$ cat config.mk
export PLATFORM = sky130hd
export DESIGN_NAME = testdrive_virtual_slave_regbank
export DESIGN_NICKNAME = d
export VERILOG_FILES = /design/src/rtl/testdrive_virtual_slave_regbank.sv
export SDC_FILE = /design/constraint.sdc
export NUM_CORES = 1
export LEC_CHECK = 0
export ABC_AREA = 1
export CAP_MARGIN = 10
export CELL_PAD_IN_SITES_DETAIL_PLACEMENT = 1
export CELL_PAD_IN_SITES_GLOBAL_PLACEMENT = 1
export CORE_AREA = 2 2 196 275
export DETAILED_ROUTE_END_ITERATION = 10
export DIE_AREA = 0 0 198 277
export PLACE_DENSITY = 0.75
export SLEW_MARGIN = 20
export SYNTH_ARGS = -nofsm -noshare
export SYNTH_HDL_FRONTEND = slang
export SYNTH_SLANG_ARGS = --single-unit
$ cat constraint.sdc
create_clock -name CLK -period 2.7 [get_ports CLK]
set_input_delay 0.675 -clock CLK [delete_from_list [all_inputs] [get_ports CLK]]
set_output_delay 0.675 -clock CLK [all_outputs]
set_load 0.02 [all_outputs]
$ cat src/rtl/testdrive_virtual_slave_regbank.sv
// testdrive_virtual_slave_regbank: BFM-facing register bank with ID/CTRL/IRQ/scratch regs and a command FIFO.
// Optional free-running cycle counter at 0x005 when TESTDRIVE_VIRTUAL_SLAVE_REGBANK_CYCLE_EN is defined.
module testdrive_virtual_slave_regbank #(
  parameter int          C_ADDR_BITS   = 10,
  parameter logic [31:0] C_ID          = 32'h5244_0001,
  parameter int          C_SCRATCH_CNT = 8,
  parameter int          C_FIFO_DEPTH  = 4
) (
  input  logic                   CLK,
  input  logic                   nRST,
  input  logic                   WE,
  input  logic [C_ADDR_BITS-1:0] WADDR,
  input  logic [31:0]            WDATA,
  input  logic                   RE,
  input  logic [C_ADDR_BITS-1:0] RADDR,
  output logic [31:0]            RDATA,
  input  logic [7:0]             IRQ_SET,
  output logic                   IRQ,
  output logic [31:0]            CTRL,
  output logic                   CMD_VALID,
  output logic [31:0]            CMD_DATA,
  input  logic                   CMD_READY
);
  localparam int PW = $clog2(C_FIFO_DEPTH);
  localparam int LW = PW + 1;
  localparam logic [C_ADDR_BITS-1:0] A_ID = C_ADDR_BITS'(0);
  localparam logic [C_ADDR_BITS-1:0] A_CTRL = C_ADDR_BITS'(1);
  localparam logic [C_ADDR_BITS-1:0] A_STATUS = C_ADDR_BITS'(2);
  localparam logic [C_ADDR_BITS-1:0] A_IS = C_ADDR_BITS'(3);
  localparam logic [C_ADDR_BITS-1:0] A_IM = C_ADDR_BITS'(4);
  localparam logic [C_ADDR_BITS-1:0] A_CYC = C_ADDR_BITS'(5);
  localparam logic [C_ADDR_BITS-1:0] A_PUSH = C_ADDR_BITS'(6);

  logic [31:0]   ctrl, status, rd_mux, cycle_rd;
  logic [7:0]    irq_status, irq_mask;
  logic          ovf, irq, full, pop, push_req, push, ovf_set, w_scr, r_scr;
  logic [PW-1:0] wptr, rptr;
  logic [LW-1:0] level;
  logic [31:0]   mem [C_FIFO_DEPTH];
  // Sized for the maximum scratch count; entries beyond C_SCRATCH_CNT are never written.
  logic [31:0]   scratch [16];

  assign full      = level == LW'(C_FIFO_DEPTH);
  assign CMD_VALID = level != '0;
  assign CMD_DATA  = mem[rptr];
  assign CTRL      = ctrl;
  assign IRQ       = irq;
  assign pop       = CMD_VALID && CMD_READY;
  assign push_req  = WE && WADDR == A_PUSH;
  assign push      = push_req && (!full || pop);
  assign ovf_set   = push_req && full && !pop;
  assign w_scr     = WE && WADDR[C_ADDR_BITS-1:4] == (C_ADDR_BITS-4)'(1) && {1'b0, WADDR[3:0]} < 5'(C_SCRATCH_CNT);
  assign r_scr     = RADDR[C_ADDR_BITS-1:4] == (C_ADDR_BITS-4)'(1) && {1'b0, RADDR[3:0]} < 5'(C_SCRATCH_CNT);

  always_comb begin
    status = '0;
    status[0] = !CMD_VALID;
    status[1] = full;
    status[2] = ovf;
    status[3] = irq;
    status[8 +: LW] = level;
  end

  always_comb begin
    rd_mux = '0;
    case (RADDR)
      A_ID:     rd_mux = C_ID;
      A_CTRL:   rd_mux = ctrl;
      A_STATUS: rd_mux = status;
      A_IS:     rd_mux = {24'h0, irq_status};
      A_IM:     rd_mux = {24'h0, irq_mask};
      A_CYC:    rd_mux = cycle_rd;
      default:  rd_mux = r_scr ? scratch[RADDR[3:0]] : '0;
    endcase
  end

  always_ff @(posedge CLK or negedge nRST) begin
    if (!nRST) begin
      ctrl <= '0;
      irq_status <= '0;
      irq_mask <= '0;
      ovf <= 1'b0;
      irq <= 1'b0;
      RDATA <= '0;
      wptr <= '0;
      rptr <= '0;
      level <= '0;
      for (int i = 0; i < 16; i++) scratch[i] <= '0;
      for (int i = 0; i < C_FIFO_DEPTH; i++) mem[i] <= '0;
    end else begin
      if (WE && WADDR == A_CTRL) ctrl <= WDATA;
      if (WE && WADDR == A_IM) irq_mask <= WDATA[7:0];
      // Set pulses are OR-ed in after the W1C so a same-cycle set wins.
      irq_status <= (irq_status & ~((WE && WADDR == A_IS) ? WDATA[7:0] : 8'h0)) | IRQ_SET;
      ovf <= (ovf && !(WE && WADDR == A_STATUS && WDATA[2])) || ovf_set;
      irq <= |(irq_status & irq_mask);
      if (RE) RDATA <= rd_mux;
      if (w_scr) scratch[WADDR[3:0]] <= WDATA;
      if (push) begin
        mem[wptr] <= WDATA;
        wptr <= wptr + 1'b1;
      end
      if (pop) rptr <= rptr + 1'b1;
      level <= level + LW'(push) - LW'(pop);
    end
  end

`ifdef TESTDRIVE_VIRTUAL_SLAVE_REGBANK_CYCLE_EN
  logic [31:0] cycle;
  assign cycle_rd = cycle;
  always_ff @(posedge CLK or negedge nRST) begin
    if (!nRST) cycle <= '0;
    else cycle <= (WE && WADDR == A_CYC) ? 32'h0 : cycle + 32'h1;
  end
`else
  assign cycle_rd = '0;
`endif
endmodule

==> reports/results.ini, run 1 <==
[placement]
gp_congestion=0.821
hpwl_um=48600
placed_cell_area_sq_um=24900
numPortBuffers=162

[clock_tree]
cts_sinks=473
tritoncts=done
cts_buffers=48
clk_pin_slew_ns=0.06
post_cts_buffers=0
clockBufferDepth=3
cts-root-buf=clkbuf_16
worstSkewPairLatency_ns=0.59
ctsHtreeMaxLevel=2
postCtsHoldBufs=0

[sta]
finalCritPeriodShare_pct=98.0
setup_viol=0
report.final.slew_viol_count=0
skew_ns=0.0137
fmax_mhz=378
worst_pin_slew_ns=0.569
slew_headroom_pct=62.0
final-hold-violation-count=0
rsz0062_at_grt=no
layout_min_cycle_time_ns=2.64
finalSetupTns_ns=0

[setup_path]
startpoint=level[1]
critPathKind=flop to output pin
crit_cells=3
arrival_ns=1.97
slowest_stage=clkdlybuf4s50_1
crit_required_ns=2.03
cp-end-kind=output pin
crit_buf_inv=2
crit_family=buffers and inverters
critPathLaunchType=flop
crit_path_end=CMD_VALID
r2r-start=level[1]
rrSetupSlack_ns=0.35
max_stage_delay_ns=0.54
crit_path_cell_trace=nor3_4 -> inv_1 -> clkdlybuf4s50_1
reg2regPathDepth=9
path_max_fanout=6
r2r_end=level[2]

[detailed_routing]
routed_wl_um=72900
drtIter0Drc=1224
met2_length_um=36500
vias=19500
top_layer_used=met4
vias_per_cell=5.32
wl_met3_um=2980
post-route-drc-count=0
ant_nets=0
wl_met1_um=31300
firstDrtPassIters=5
wl_per_cell_um=19.8

[floorplan]
core_sq_um=52700
initial_core_util_pct=41.4
fp.dieH_um=277
io_pins=163
placementRows=100
die_area_sq_um=54800
die_w_um=198

[synth]
ys_seq_area_share_pct=54.3
yosys-top-cells-count=nand2_1 (922), o21ai_0 (635), dfrtp_1 (473), inv_1 (250), clkbuf_1 (149)
yosysMostFrequentCell=nand2_1
yosysUniqueCellTypes=30
avgSynthCellArea_sq_um=7.82
synth-seq-cells=473
synth_edf_count=0
yosysTopAreaCellShare_pct=54.3
async_reset_ff_share_pct=100
syn_inst=2787
synth_area_leaders=dfrtp_1 (54%), nand2_1 (16%), o21ai_0 (15%)
synth_top_flop_cell=dfrtp_1
yosysWarningCount=0
synthesis.area_sq_um=21800
syn_nets=2859
yosysTopAreaCell=dfrtp_1

[grt]
grt_pass1_vias=21200
grt_overflow=0
antenna_found_initial=2
grt_pass1_wl_um=117000
grt_max_degree=65
track_usage_pct=27.2

[pwr]
pwr_density_cell_nw_per_um2=676
leakagePower_nw=13.0
vdd_drop_max_uv=478

[run]
maxCapViolCount=0

[cells_and_area]
nets=2994
syn_to_final_growth_pct=21.4
final_area_sq_um=26400
drive_above_1_share_pct=8.04

[worst_hold_path]
hold_path_class=primary input to asynchronous set/reset pin

[status]
status=finished, final reports clean

layout by cell type (no fill, tap or decap), types with 2 or more instances in the layout:
cell / Yosys / routed
nand2_1: 922 / 922
ha_1: 6 / 6
buf_12: 0 / 34
nor3_1: 5 / 3
dlygate4sd2_1: 0 / 12
inv_1: 250 / 249
inv_6: 0 / 2
nor2_4: 1 / 3
bufinv_16: 0 / 4
xor2_1: 3 / 3
clkdlybuf4s15_1: 0 / 3
nand4_1: 8 / 8
o22ai_1: 33 / 32
dfrtp_1: 473 / 472
clkbuf_8: 0 / 15
o21bai_1: 3 / 3
nor2_2: 6 / 8
o21ai_1: 5 / 7
buf_4: 4 / 81
clkdlybuf4s50_1: 0 / 128
nand3_1: 35 / 34
o21ai_0: 635 / 633
a21oi_1: 49 / 49
buf_2: 35 / 7
diode_2: 0 / 2
clkbuf_16: 0 / 49
nor2_1: 146 / 142
nand3_2: 4 / 5
nor3_4: 1 / 4
clkbuf_1: 149 / 10
buf_8: 0 / 2
clkbuf_2: 3 / 10
clkinv_2: 0 / 8
metal layers:
| metal | track usage, % | vias up |
|---|---|---|
| li1 | - | 9107 |
| met2 | 46.9 | 383 |
| met3 | 3.48 | 134 |
| met4 | 9.39 | 0 |
| met5 | 0 | - |
| met1 | 35.0 | 9912 |
final cells by class:
class	instances	area (sq um)
multi-input cells	1869	8280
repair buffers	279	2840
fillers	6407	26200
clock buffers	74	1470
diodes	2	5.00
inverters	251	943
clock inverters	13	173
well taps	714	893
flip-flops and latches	473	11800
worst min-delay path by stage:
stage,from,endpoint,slack (ns),depth (start not counted)
CTS,nRST,mem[40],0.06,1
global placement,mem[56],mem[56],0.46,2
floorplan,nRST,CTRL[0],0.38,0
finish,nRST,mem[40],0.06,1
global route,nRST,mem[40],0.08,1
detailed placement,mem[32],mem[32],0.47,2
registers in the layout (all words and copies together) (netlist names):
name        count
IRQ             1
scratch       256
RDATA          32
irq_mask        8
ovf             1
CTRL           32
wptr            2
mem           128
irq_status      8
rptr            2
level           3
report_power, final:
group | switching [W] | internal (W) | leakage, nW | total, W
combinational | 0.00229 | 0.00122 | 6.40 | 0.00351
clock | 0.00289 | 0.00412 | 0.816 | 0.00701
sequential | 0.000133 | 0.00722 | 5.81 | 0.00735
logic make-up after synthesis:
| group | share of synthesized area (%) |
|---|---|
| compound gates | 17.0 |
| xor+xnor | 0.161 |
| fa+ha+maj | 0.437 |
| buf+inv | 7.95 |
| flops | 54.3 |
| simple gates | 20.2 |
metrics by stage:
step | hold WS (ns) | setup slack, ns | total power (W) | util, % | instances
after detailed placement | 0.468 | -0.255 | 0.0112 | 47.2 | 3586
after global placement | 0.461 | -0.150 | 0.0111 | 47.2 | 3586
after global routing | 0.0776 | 0.000475 | 0.0186 | 50.2 | 3675
after CTS | 0.0595 | -0.0145 | 0.0181 | 50.3 | 3673
final | 0.0559 | 0.0552 | 0.0179 | 50.2 | 3675
after floorplan | 0.379 | 0.334 | 0.00929 | - | 2787
what timing repair did:
item / 4_1_cts / 5_1_grt
hold endpoints to repair: 0 / 0
endpoints found under the setup margin: 33 / 21
gates resized for setup: 54 / 30
pin swaps: 0 / 3
(Power assumes the default switching activity.)
==> run 2: changes to the inputs <==
- clock period: 2.7 -> 2.8 ns (I/O delays scaled with it)
==> run 2 against run 1 <==
Compared with the run above: count of clock-buffer cells in the layout decreased by 6; non-clock buffer count decreased by 12; via count is 0.31% lower; combinational power down 5%; register-to-register slack improved by 0.22 ns; routed wire length fell by 0.87%; critical path depth grew 2; highest routed layer unchanged.
==> reports/results.ini, run 2 (same netlist as run 1, synthesis figures left out) <==
[detailed_routing]
met2_length_um=36500  ; about the same
wl_per_cell_um=19.7  ; was 19.8 um
firstDrtPassIters=5  ; unchanged
ant_nets=0  ; unchanged
vias_per_cell=5.32  ; about the same
vias=19500  ; about the same
post-route-drc-count=0  ; unchanged
routed_wl_um=72300  ; was 72900 um
drtIter0Drc=1192  ; was 1224
top_layer_used=met4  ; unchanged
wl_met1_um=31000  ; was 31300 um
wl_met3_um=2890  ; was 2980 um

[setup_path]
path_max_fanout=38  ; was 6
arrival_ns=2.03  ; was 1.97 ns
slowest_stage=dfrtp_2  ; was clkdlybuf4s50_1
critPathLaunchType=flop  ; unchanged
cp-end-kind=output pin  ; unchanged
critPathKind=flop to output pin  ; unchanged
max_stage_delay_ns=0.47  ; was 0.54 ns
crit_required_ns=2.10  ; was 2.03 ns
crit_path_cell_trace=clkinv_4 -> buf_12 -> o21ai_0 -> o22ai_1 -> clkdlybuf4s15_1  ; was nor3_4 -> inv_1 -> clkdlybuf4s50_1

[sta]
slew_headroom_pct=56.5  ; was 62.0%
setup_viol=0  ; unchanged
worst_pin_slew_ns=0.652  ; was 0.569 ns
layout_min_cycle_time_ns=2.73
skew_ns=0.0115  ; was 0.0137 ns
finalCritPeriodShare_pct=97.7
rsz0062_at_grt=no  ; unchanged
final-hold-violation-count=0  ; unchanged
fmax_mhz=366
report.final.slew_viol_count=0  ; unchanged
finalSetupTns_ns=0  ; unchanged

[floorplan]
die_area_sq_um=54800  ; unchanged
fp.dieH_um=277  ; unchanged
initial_core_util_pct=41.4  ; unchanged
placementRows=100  ; unchanged
core_sq_um=52700  ; unchanged
io_pins=163  ; unchanged
die_w_um=198  ; unchanged

[cells_and_area]
top_regs=scratch x256, mem x128  ; unchanged
nets=2981  ; was 2994
largest_reg_flops=256  ; unchanged
syn_to_final_growth_pct=20.9  ; was 21.4%
layout.cells.most_common_list=nand2_1 (922), o21ai_0 (633), dfrtp_1 (472)  ; unchanged
fin_cells=3663  ; was 3675
final_area_sq_um=26300  ; was 26400 sq um
final_common_cell=nand2_1  ; unchanged
top_register=scratch  ; unchanged
drive_above_1_share_pct=7.26  ; was 8.04%

[pwr]
vdd_drop_max_uv=383  ; was 478 uV
leakagePower_nw=13.0  ; about the same
pwr_density_cell_nw_per_um2=641  ; was 676 nW/um^2

[clock_tree]
worstSkewPairLatency_ns=0.58  ; was 0.59 ns
post_cts_buffers=0  ; unchanged
cts_buffers=47  ; was 48
cts_sinks=473  ; unchanged
clk_pin_slew_ns=0.06  ; about the same
ctsHtreeMaxLevel=2  ; unchanged
clockBufferDepth=3  ; unchanged
cts-root-buf=clkbuf_16  ; unchanged
tritoncts=done  ; unchanged

[placement]
numPortBuffers=162  ; unchanged
dpl.cell_count=3574  ; was 3586
hpwl_um=48700  ; was 48600 um
placed_cell_area_sq_um=24800  ; was 24900 sq um
gp_congestion=0.818  ; was 0.821

[worst_hold_path]
hold_path_class=primary input to asynchronous set/reset pin  ; unchanged

[grt]
grt_pass1_wl_um=116000  ; was 117000 um
grt_pass1_vias=20800  ; was 21200
track_usage_pct=27.0  ; was 27.2%
grt_overflow=0  ; unchanged
grt_max_degree=70  ; was 65
antenna_found_initial=2  ; unchanged

[run]
maxCapViolCount=0  ; unchanged

[status]
status=finished, final reports clean  ; unchanged

==> run 2: changes by cell type in the layout (fill, tap and decap cells not counted), sizes merged <==
cell         delta
buf            -18
clkbuf         -13
dlygate4sd2    +13
clkinv          +5
clkinvlp        +4
bufinv          -2
inv             -2
diode           +1
==> run 2: cell type report <==
cell class | instances | area [sq um]
inverters | 251 | 947
clock buffers | 68 | 1410
multi-input cells | 1869 | 8260
diodes | 3 | 7.51
repair buffers | 267 | 2830
well taps | 714 | 893
clock inverters | 18 | 150
fillers | 6387 | 26300
flip-flops and latches | 473 | 11800
==> run 2: per-stage QoR <==
| step | setup slack, ns | total power, W | hold WS (ns) | util [%] |
|---|---|---|---|---|
| floorplan | 0.409 | 0.00896 | 0.404 | - |
| global placement | -0.0764 | 0.0107 | 0.461 | 47.1 |
| detailed placement | -0.135 | 0.0108 | 0.468 | 47.1 |
| CTS | 0.0176 | 0.0170 | 0.111 | 50.0 |
| global route | 0.000844 | 0.0176 | 0.130 | 50.0 |
| finish | 0.0650 | 0.0169 | 0.108 | 50.0 |
==> run 2: where the power goes <==
part / total [W] / internal (W) / switching [W]
Sequential: 0.00708 / 0.00696 / 0.000119
Clock: 0.00647 / 0.00368 / 0.00279
Combinational: 0.00334 / 0.00117 / 0.00217
Total: 0.0169 / 0.0118 / 0.00508
==> run 2: path summary, 6_finish.rpt <==
check / start / slack, ns / endpoint / cells past startpoint
setup / recovery: rptr[0] / 0.07 / CMD_DATA[16] / 5
hold / removal: nRST / 0.11 / mem[8] / 1
setup reg to reg: level[1] / 0.57 / level[2] / 9
hold reg to reg: mem[72] / 0.48 / mem[72] / 2
max in group asynchronous: nRST / 1.83 / scratch[344] / 2
min in group CLK: mem[72] / 0.48 / mem[72] / 2
==> run 2: routing by layer <==
metal,vias up,global-route usage (%)
met5,-,0
met4,0,7.83
met3,112,3.04
met2,394,47.2
met1,9893,35.1
li1,9076,-
==> run 2: critical path: cells and delay by family (launching register included) <==
family,cells,cell delay (ns)
buffers and inverters,3,0.65
AOI/OAI and AO/OA,2,0.33
DFF,1,0.47
==> run 2: timing repair <==
item                                   4_1_cts  5_1_grt
gates cloned                                 0        0
endpoints found under the hold margin        0        0
hold buffers                                 0        0
gates resized for setup                     40       10
setup endpoints to repair                   33        7
